### src/rtl/debounce_pulse_if.sv
// debounce_pulse_if: groups the raw button input with the debounced level and
// edge pulses. The slave modport is the debouncer; the master modport is
// whatever drives the raw input and consumes the clean outputs.
interface debounce_pulse_if;
    logic btn_in;
    logic level_out;
    logic rise_pulse;
    logic fall_pulse;

    modport master (
        output btn_in,
        input  level_out,
        input  rise_pulse,
        input  fall_pulse
    );

    modport slave (
        input  btn_in,
        output level_out,
        output rise_pulse,
        output fall_pulse
    );
endinterface

### src/rtl/debounce_pulse.sv
// debounce_pulse: two-flop synchroniser followed by a four-state debounce FSM.
// A new input value must hold for STABLE_CYCLES consecutive synchronised
// cycles before level_out follows it; each accepted edge produces a one-cycle
// registered pulse. All outputs come straight from flops.
//
// Optional feature macro: DEBOUNCE_FALL_PULSE_EN
//   defined   -> fall_pulse fires for one cycle when level_out goes 1->0
//   undefined -> fall_pulse is tied to 0 (level_out timing is unchanged)
module debounce_pulse #(
    parameter int STABLE_CYCLES = 16,
    parameter int CNT_W         = 5
) (
    input  logic             clk,
    input  logic             reset,
    debounce_pulse_if.slave  bus
);

    // Reject configurations where the counter cannot reach STABLE_CYCLES-1.
    generate
        if (STABLE_CYCLES < 1 || STABLE_CYCLES > (1 << CNT_W)) begin : g_cfg_check
            $error("debounce_pulse: STABLE_CYCLES must be in 1..2**CNT_W");
        end
    endgenerate

    typedef enum logic [1:0] {
        IDLE_LOW  = 2'd0,
        WAIT_HIGH = 2'd1,
        IDLE_HIGH = 2'd2,
        WAIT_LOW  = 2'd3
    } state_t;

    // Terminal count: the sample that completes the stable run.
    localparam logic [CNT_W-1:0] CNT_LAST = CNT_W'(STABLE_CYCLES - 1);

    logic             s1_reg;
    logic             s2_reg;
    state_t           state_reg;
    state_t           state_next;
    logic [CNT_W-1:0] cnt_reg;
    logic [CNT_W-1:0] cnt_next;
    logic             level_reg;
    logic             level_next;
    logic             rise_reg;
    logic             rise_next;
`ifdef DEBOUNCE_FALL_PULSE_EN
    logic             fall_reg;
    logic             fall_next;
`endif

    // Two-flop synchroniser; only s2_reg is seen by the FSM.
    always_ff @(posedge clk) begin
        if (reset) begin
            s1_reg <= 1'b0;
            s2_reg <= 1'b0;
        end else begin
            s1_reg <= bus.btn_in;
            s2_reg <= s1_reg;
        end
    end

    // FSM, stability counter and registered outputs.
    always_ff @(posedge clk) begin
        if (reset) begin
            state_reg <= IDLE_LOW;
            cnt_reg   <= '0;
            level_reg <= 1'b0;
            rise_reg  <= 1'b0;
`ifdef DEBOUNCE_FALL_PULSE_EN
            fall_reg  <= 1'b0;
`endif
        end else begin
            state_reg <= state_next;
            cnt_reg   <= cnt_next;
            level_reg <= level_next;
            rise_reg  <= rise_next;
`ifdef DEBOUNCE_FALL_PULSE_EN
            fall_reg  <= fall_next;
`endif
        end
    end

    // Next-state logic: an opposite sample in a WAIT state aborts back to the
    // prior IDLE state with no level change; pulses default low so they only
    // last one cycle.
    always_comb begin
        state_next = state_reg;
        cnt_next   = cnt_reg;
        level_next = level_reg;
        rise_next  = 1'b0;
`ifdef DEBOUNCE_FALL_PULSE_EN
        fall_next  = 1'b0;
`endif
        unique case (state_reg)
            IDLE_LOW: begin
                if (s2_reg) begin
                    state_next = WAIT_HIGH;
                    cnt_next   = '0;
                end
            end
            WAIT_HIGH: begin
                if (!s2_reg) begin
                    state_next = IDLE_LOW;
                end else if (cnt_reg == CNT_LAST) begin
                    state_next = IDLE_HIGH;
                    level_next = 1'b1;
                    rise_next  = 1'b1;
                end else begin
                    cnt_next = cnt_reg + 1'b1;
                end
            end
            IDLE_HIGH: begin
                if (!s2_reg) begin
                    state_next = WAIT_LOW;
                    cnt_next   = '0;
                end
            end
            WAIT_LOW: begin
                if (s2_reg) begin
                    state_next = IDLE_HIGH;
                end else if (cnt_reg == CNT_LAST) begin
                    state_next = IDLE_LOW;
                    level_next = 1'b0;
`ifdef DEBOUNCE_FALL_PULSE_EN
                    fall_next  = 1'b1;
`endif
                end else begin
                    cnt_next = cnt_reg + 1'b1;
                end
            end
            default: begin
                state_next = IDLE_LOW;
            end
        endcase
    end

    assign bus.level_out  = level_reg;
    assign bus.rise_pulse = rise_reg;
`ifdef DEBOUNCE_FALL_PULSE_EN
    assign bus.fall_pulse = fall_reg;
`else
    assign bus.fall_pulse = 1'b0;
`endif

endmodule

### src/flat_wrapper.sv
// flat-port wrapper written by rule: the top's interface ports become plain ports
module debounce_pulse_flat 
#(
    parameter int STABLE_CYCLES = 16,
    parameter int CNT_W         = 5
)
  (clk, reset, bus_btn_in, bus_level_out, bus_rise_pulse, bus_fall_pulse);
  debounce_pulse_if bus_i ();
  input  logic clk;
  input  logic reset;
  input wire logic [$bits(bus_i.btn_in)-1:0] bus_btn_in;
  output wire logic [$bits(bus_i.level_out)-1:0] bus_level_out;
  output wire logic [$bits(bus_i.rise_pulse)-1:0] bus_rise_pulse;
  output wire logic [$bits(bus_i.fall_pulse)-1:0] bus_fall_pulse;
  assign bus_i.btn_in = bus_btn_in;
  assign bus_level_out = bus_i.level_out;
  assign bus_rise_pulse = bus_i.rise_pulse;
  assign bus_fall_pulse = bus_i.fall_pulse;
  debounce_pulse #(.STABLE_CYCLES(STABLE_CYCLES), .CNT_W(CNT_W)) u_core (.clk(clk), .reset(reset), .bus(bus_i));
endmodule
### config.mk
export PLATFORM = sky130hd
export DESIGN_NAME = debounce_pulse_flat
export DESIGN_NICKNAME = d
export VERILOG_FILES = /design/src/rtl/debounce_pulse_if.sv /design/src/rtl/debounce_pulse.sv /design/src/flat_wrapper.sv
export SDC_FILE = /design/constraint.sdc
export NUM_CORES = 1
export LEC_CHECK = 0
export ABC_AREA = 0
export BUFFER_PORTS_ARGS = -buffer_cell sky130_fd_sc_hd__buf_2
export CAP_MARGIN = 20
export CELL_PAD_IN_SITES_DETAIL_PLACEMENT = 1
export CELL_PAD_IN_SITES_GLOBAL_PLACEMENT = 1
export CORE_UTILIZATION = 35
export CTS_CLUSTER_DIAMETER = 200
export CTS_CLUSTER_SIZE = 30
export DETAILED_ROUTE_END_ITERATION = 7
export MAX_ROUTING_LAYER = met4
export PLACE_DENSITY_LB_ADDON = 0.1
export REMOVE_ABC_BUFFERS = 1
export SKIP_LAST_GASP = 1
export SLEW_MARGIN = 20
export SYNTH_ARGS = -nofsm -noshare
export SYNTH_HDL_FRONTEND = slang
export SYNTH_SLANG_ARGS = --single-unit
### constraint.sdc
create_clock -name clk -period 1.7 [get_ports clk]
set_input_delay 0.255 -clock clk [delete_from_list [all_inputs] [get_ports clk]]
set_output_delay 0.255 -clock clk [all_outputs]
set_load 0.02 [all_outputs]
**After elaboration in Yosys (flattened, before gate mapping)**

Cells that the tools add are included.

- Equality and inequality tests: 12
- Reduce and logical (&&, ||, !) cells: 6
- $add $sub $neg: 1
- Shift-type cells: 0
- Multiply operators: 0
- $lt $le $gt $ge: 0
- Div/mod/pow operators: 0
- Muxes and demuxes: 19
- Bitwise operators: 2

Operators with widths:

| cell | count |
|---|---|
| 5-bit 2-to-1 mux | 5 |
| 5-bit one-hot mux with 4 select lines | 1 |
| 2-bit 2-to-1 mux | 6 |
| 2-bit by 1-bit != test with 1-bit output (second input constant) | 4 |
| 2-bit one-hot mux with 4 select lines | 1 |
| 4-bit AND reduction | 2 |
| 5-bit by 1-bit adder with 5-bit output (second input constant) | 1 |
| 5-bit by 4-bit == test with 1-bit output (second input constant) | 1 |
| 1-bit 2-to-1 mux | 5 |
| 5-bit AND reduction | 1 |
| 2-bit == test (second input constant) | 2 |
| 2-bit != test (second input constant) | 2 |
| 3-bit by 1-bit != test with 1-bit output (second input constant) | 1 |
| 3-bit != test (second input constant) | 1 |
| 3-bit OR reduction | 1 |
| 2-bit by 1-bit == test with 1-bit output (second input constant) | 1 |
| 2-bit zero test | 1 |
| 1-bit NOT | 2 |
| 1-bit one-hot mux with 2 select lines | 1 |
| 2-bit nonzero test | 1 |

- Logic and storage cells: 46
- Bits in latches: 0
- Memory bits (writable): 0
- Bits in read-only memories: 0
- Flip-flop bits (word level): 11
- Memories kept: 0
- Output and inout bits: 3

**Depth between registers and ports, before layout**

- Depth after elaboration: 4
- Depth in mapped cells: 7
- Gate-level depth less buffers: 6

**Worst setup path before layout**

OpenSTA, ideal clock, no wires.

- Path kind: reg2reg
- From: register u_core.cnt_reg[0]
- To: register u_core.cnt_reg[3]
- Slack: -0.120 ns
- Arrival: 1.749 ns
- Clock period less this slack: 1.820 ns
- Cell stages (with the launch flop): 8
- Cell sequence: dfxtp_1 > ha_1 > and3_1 > ha_1 > and2_1 > clkbuf_1 > or4_1 > a21oi_1

- Longest elaborated chain between the ends: 4
- Elaborated cells on any way between the ends: 6

Ends and longest elaborated chain:

| item | RTL line | RTL |
|---|---|---|
| start, declared | debounce_pulse.sv:39 | `logic [CNT_W-1:0] cnt_reg;` |
| start signal, assigned | debounce_pulse.sv:73 | `cnt_reg <= cnt_next;` |
| 5-bit by 1-bit adder with 5-bit output or 5-bit by 4-bit == test with 1-bit output (tied branches) | -- |  |
| 5-bit 2-to-1 mux (*) | debounce_pulse.sv:103, debounce_pulse.sv:120 |  |
| 5-bit 2-to-1 mux (on tied branches) | debounce_pulse.sv:118, debounce_pulse.sv:101 |  |
| 5-bit one-hot mux with 4 select lines (*) | debounce_pulse.sv:93 | `unique case (state_reg)` |

Mark *: on every way between the ends. The rest lies on a longest branch, timed or not. The select of a mux whose other input is x is not followed.
A chain may end at the register's enable or synchronous reset.

**Worst setup path in the final report**

- From: register u_core.cnt_reg[0]
- To: register u_core.cnt_reg[0]

Same word-level chain as after synthesis.

==> results <==
- The repair_antennas step left the layout with diodes totalling 0.
- The worst setup path is launched from a flip-flop.
- The launch instance of the worst register-to-register path is u_core.cnt_reg[0].
- The pin count of the biggest net entering global routing is 10.
- The final setup skew is 0.00615 ns.
- In this run, synthesis produced a sequential element count of 11.
- The number of slew-limit violations in the final report was 0.
- The synthesized design devotes to its leading area cell type 48.1% of total area.
- The buffer levels on the longest clock path is 2.
- The sink count of the clock tree is 11.
- The clock-pin slew of the registers on the worst-case setup and hold paths is 0.07 ns.
- Global routing consumed, over all layers together, 20.2% of the routing resources.
- The cell area after synthesis is 458 um2.
- In the final layout, the share of cells above drive strength 1 is 31.1%.
- STA puts the critical path data arrival time at 1.84 ns.
- Setup violations remaining at the end of the flow were counted as 0.
- In the final routed layout, each cell accounts on average for 15.0 um.
- For the worst setup path, the data required time is 1.90 ns.
- The layout has 136 filler cells.
- The port buffer count is 4.
- The number of flip-flops under the largest register name is 5.
- The site row count is 12.
- The completed layout was analyzed and its total power is 0.000488 W.
- The hold-critical path depth is 2.
- TritonCTS built the clock tree.
- The congestion estimate from routability-driven global placement came to 0.829.
- The switching power as a share of total power is 24.0%.
- Prior to clock tree synthesis, the placed netlist has a worst setup slack of -0.106 ns.
- Of all nets on the critical path, the largest fanout is 6.
- The hold violation count in the final report is 0.
- The proportion of power drawn by flip-flops and latches is 55.5%.
- The synthesis-to-finish area growth is 23.2%.
- The clock network is responsible for 37.4% of the overall power.
- In the post-synthesis netlist, the cell with the most instances is dfxtp_1.
- Summed over all cells, the static leakage comes to 0.217 nW.
- The yosys synthesis warning count is 0.
- Across all setup checks in the final design, the least slack found is 0.0537 ns.
- In this run the vertical extent of the chip is 38.2 um.
- The number of antenna violations at the first check in global routing was 0.
- The fmax is 607 MHz.
- The average cell area after synthesis is 9.16 um2.
- Once placement completed, the tool counted placed cells totaling 71.
- Measured in cells, the most critical reg-to-reg path has a length of 6.
- The share of flip-flops with an asynchronous set or reset after synthesis is 0%.
- Counting distinct cell types in the post-synthesis netlist gives 23.
- The first-pass GRT wire length is 1.86 mm.
- The chip width is 38.2 um.
- The worst setup path is captured at a flip-flop.
- In the finished design, the share of the clock period the worst path needs comes to 96.8%.
- The number of H-tree branching levels is 1.
- After layout, the minimum clock period comes to 1.65 ns.
- In this run the standard cell core region covers 1160 um2.
- The tool flagged a number of max-cap violations equal to 0.
- The commonest cells after synthesis are dfxtp_1 (11), a21oi_1 (7), nand2_1 (3), o21ai_0 (3).
- The via count is 410.
- The switching power of the nets is 0.000117 W.
- At the end of the flow, the number of nets in the layout was 67.
- The tree is rooted in a clkbuf_4.
- Pin placement for this block handled 6 I/O pins.
- The portion of the post-synthesis area used by sequential elements is 48.1%.
- The number of buffers created by CTS is 3.
- The via count of the first global-routing pass is 403.
- The count of nets left with antenna violations once routing finished came out at 0.
- The overall overflow remaining after global route is 0.
- In the synthesized netlist, the number of instances is 50.
- The number of flops mapped to enable cells by yosys is 0.
- The run finished with clean final reports.
- The count of unresolved DRC violations after routing is 0.
- VDD sags by at most 0.372 mV.
- Using the TritonRoute via totals, the vias-per-cell ratio works out to 5.47.
- For this configuration, the core starts out at a cell density of 39.6%.
- For this run, the leading register cell type out of synthesis is dfxtp_1.
- The kind of critical path is reg2reg.
- The cell type contributing the most total cell area after synthesis is dfxtp_1.
- The final routed wirelength across all metal layers is 1.12 mm.
- Dividing total power by cell area gives a power density of 865 nW/um2.
- The path class of the tightest hold or removal check is in2reg.
- The wire-length estimate of the detail-placed layout is 824 um.
- After synthesis, the cell types taking the most area are dfxtp_1 (48%), a21oi_1 (7.7%), ha_1 (5.5%).
- The number of buffers inserted by hold repair at cts is 0.
- The floorplan step defined a die boundary enclosing 1460 um2.
- Before antenna repair, the detailed router went through 4 iterations.
- The startpoint of the most critical setup path is u_core.cnt_reg[0].
- The internal power is 0.000371 W.
- Clock latency on the worst-skew pair, taken at its later pin, is 0.27 ns.
- The startpoint identified for the worst hold timing path is bus_btn_in.
- Excluding fillers, the count of instances in the completed layout stands at 75.
- The share of total power dissipated in combinational logic is 7.0%.
- Setup repair after global routing could not meet its margin everywhere.
- The number of DRC violations after detailed-routing iteration 0 is 5.
[final timing paths]
check	slack, ns	endpoint
max	0.05	u_core.cnt_reg[0]
max reg2reg	0.05	u_core.cnt_reg[0]
min	0.20	u_core.s1_reg
min reg2reg	0.46	u_core.s2_reg
[power by group through the flow]
stage	Combinational [W]	Sequential [W]	Clock [W]
2_1_floorplan	0.0000179	0.000278	0
3_3_place_gp	0.0000315	0.000276	0
3_5_place_dp	0.0000332	0.000276	0
4_1_cts	0.0000339	0.000271	0.000186
5_1_grt	0.0000388	0.000272	0.000200
6_report	0.0000343	0.000271	0.000183
[stage by stage]
step / utilization, % / setup TNS, ns / hold slack [ns] / cell area, um2
after CTS: 48.2 / 0 / 0.203 / 557
after detailed placement: 45.1 / -0.153 / 0.433 / 522
after floorplan: - / -0.0368 / 0.324 / 447
final: 48.8 / 0 / 0.201 / 564
after global routing: 48.8 / -0.0195 / 0.206 / 564
after global placement: 45.1 / -0.0247 / 0.425 / 522
[cell families (layout without fill, tap and decap cells)]
group | after synthesis | in the layout | synth area share, %
XOR/XNOR | 2 | 2 | 3.83
adder cells (fa/ha/maj) | 2 | 2 | 5.46
other | 1 | 1 | 0.819
flip-flops | 11 | 11 | 48.1
AND/OR/NAND/NOR | 15 | 15 | 18.6
buffers and inverters | 4 | 15 | 4.10
AO/OA/AOI/OAI | 15 | 15 | 19.1
[placed cells by master, fill, tap and decap left out, drive strengths merged, types with 3 or more instances in the layout]
cell type,Yosys,routed
o21ai,3,3
nand2,3,3
a21oi,7,7
buf,1,9
dfxtp,11,11
clkbuf,1,4
[layout make-up]
class / instances / area [um2] / area share [%]
Timing Repair Buffer: 9 / 57.6 / 10.2
Clock buffer: 4 / 26.3 / 4.66
Multi-Input combinational cell: 35 / 234 / 41.5
Inverter: 2 / 7.51 / 1.33
Sequential cell: 11 / 221 / 39.2
Tap cell: 14 / 17.5 / 3.10
[worst max-delay path, stage by stage, from the launching register on]
cell,delay (ns)
dfxtp_2,0.32
ha_2,0.18
and3_1,0.18
ha_2,0.17
and2_4,0.17
or3_2,0.41
a21oi_1,0.15
[per-layer routing]
| layer | vias to the layer above | part of all wire, % | GRT usage (%) |
|---|---|---|---|
| met5 | - | 0 | - |
| li1 | 201 | - | - |
| met1 | 196 | 44 | 22.8 |
| met3 | 4 | 3.1 | 5.23 |
| met2 | 9 | 51 | 32.6 |
| met4 | 0 | 1.3 | 10.7 |
[timing repair]
action | 4_1_cts | 5_1_grt
setup buffers | 0 | 0
setup endpoints to repair | 4 | 4
resized for setup | 5 | 1
pin swaps | 1 | 3
Power figures use the tool's default switching activity.
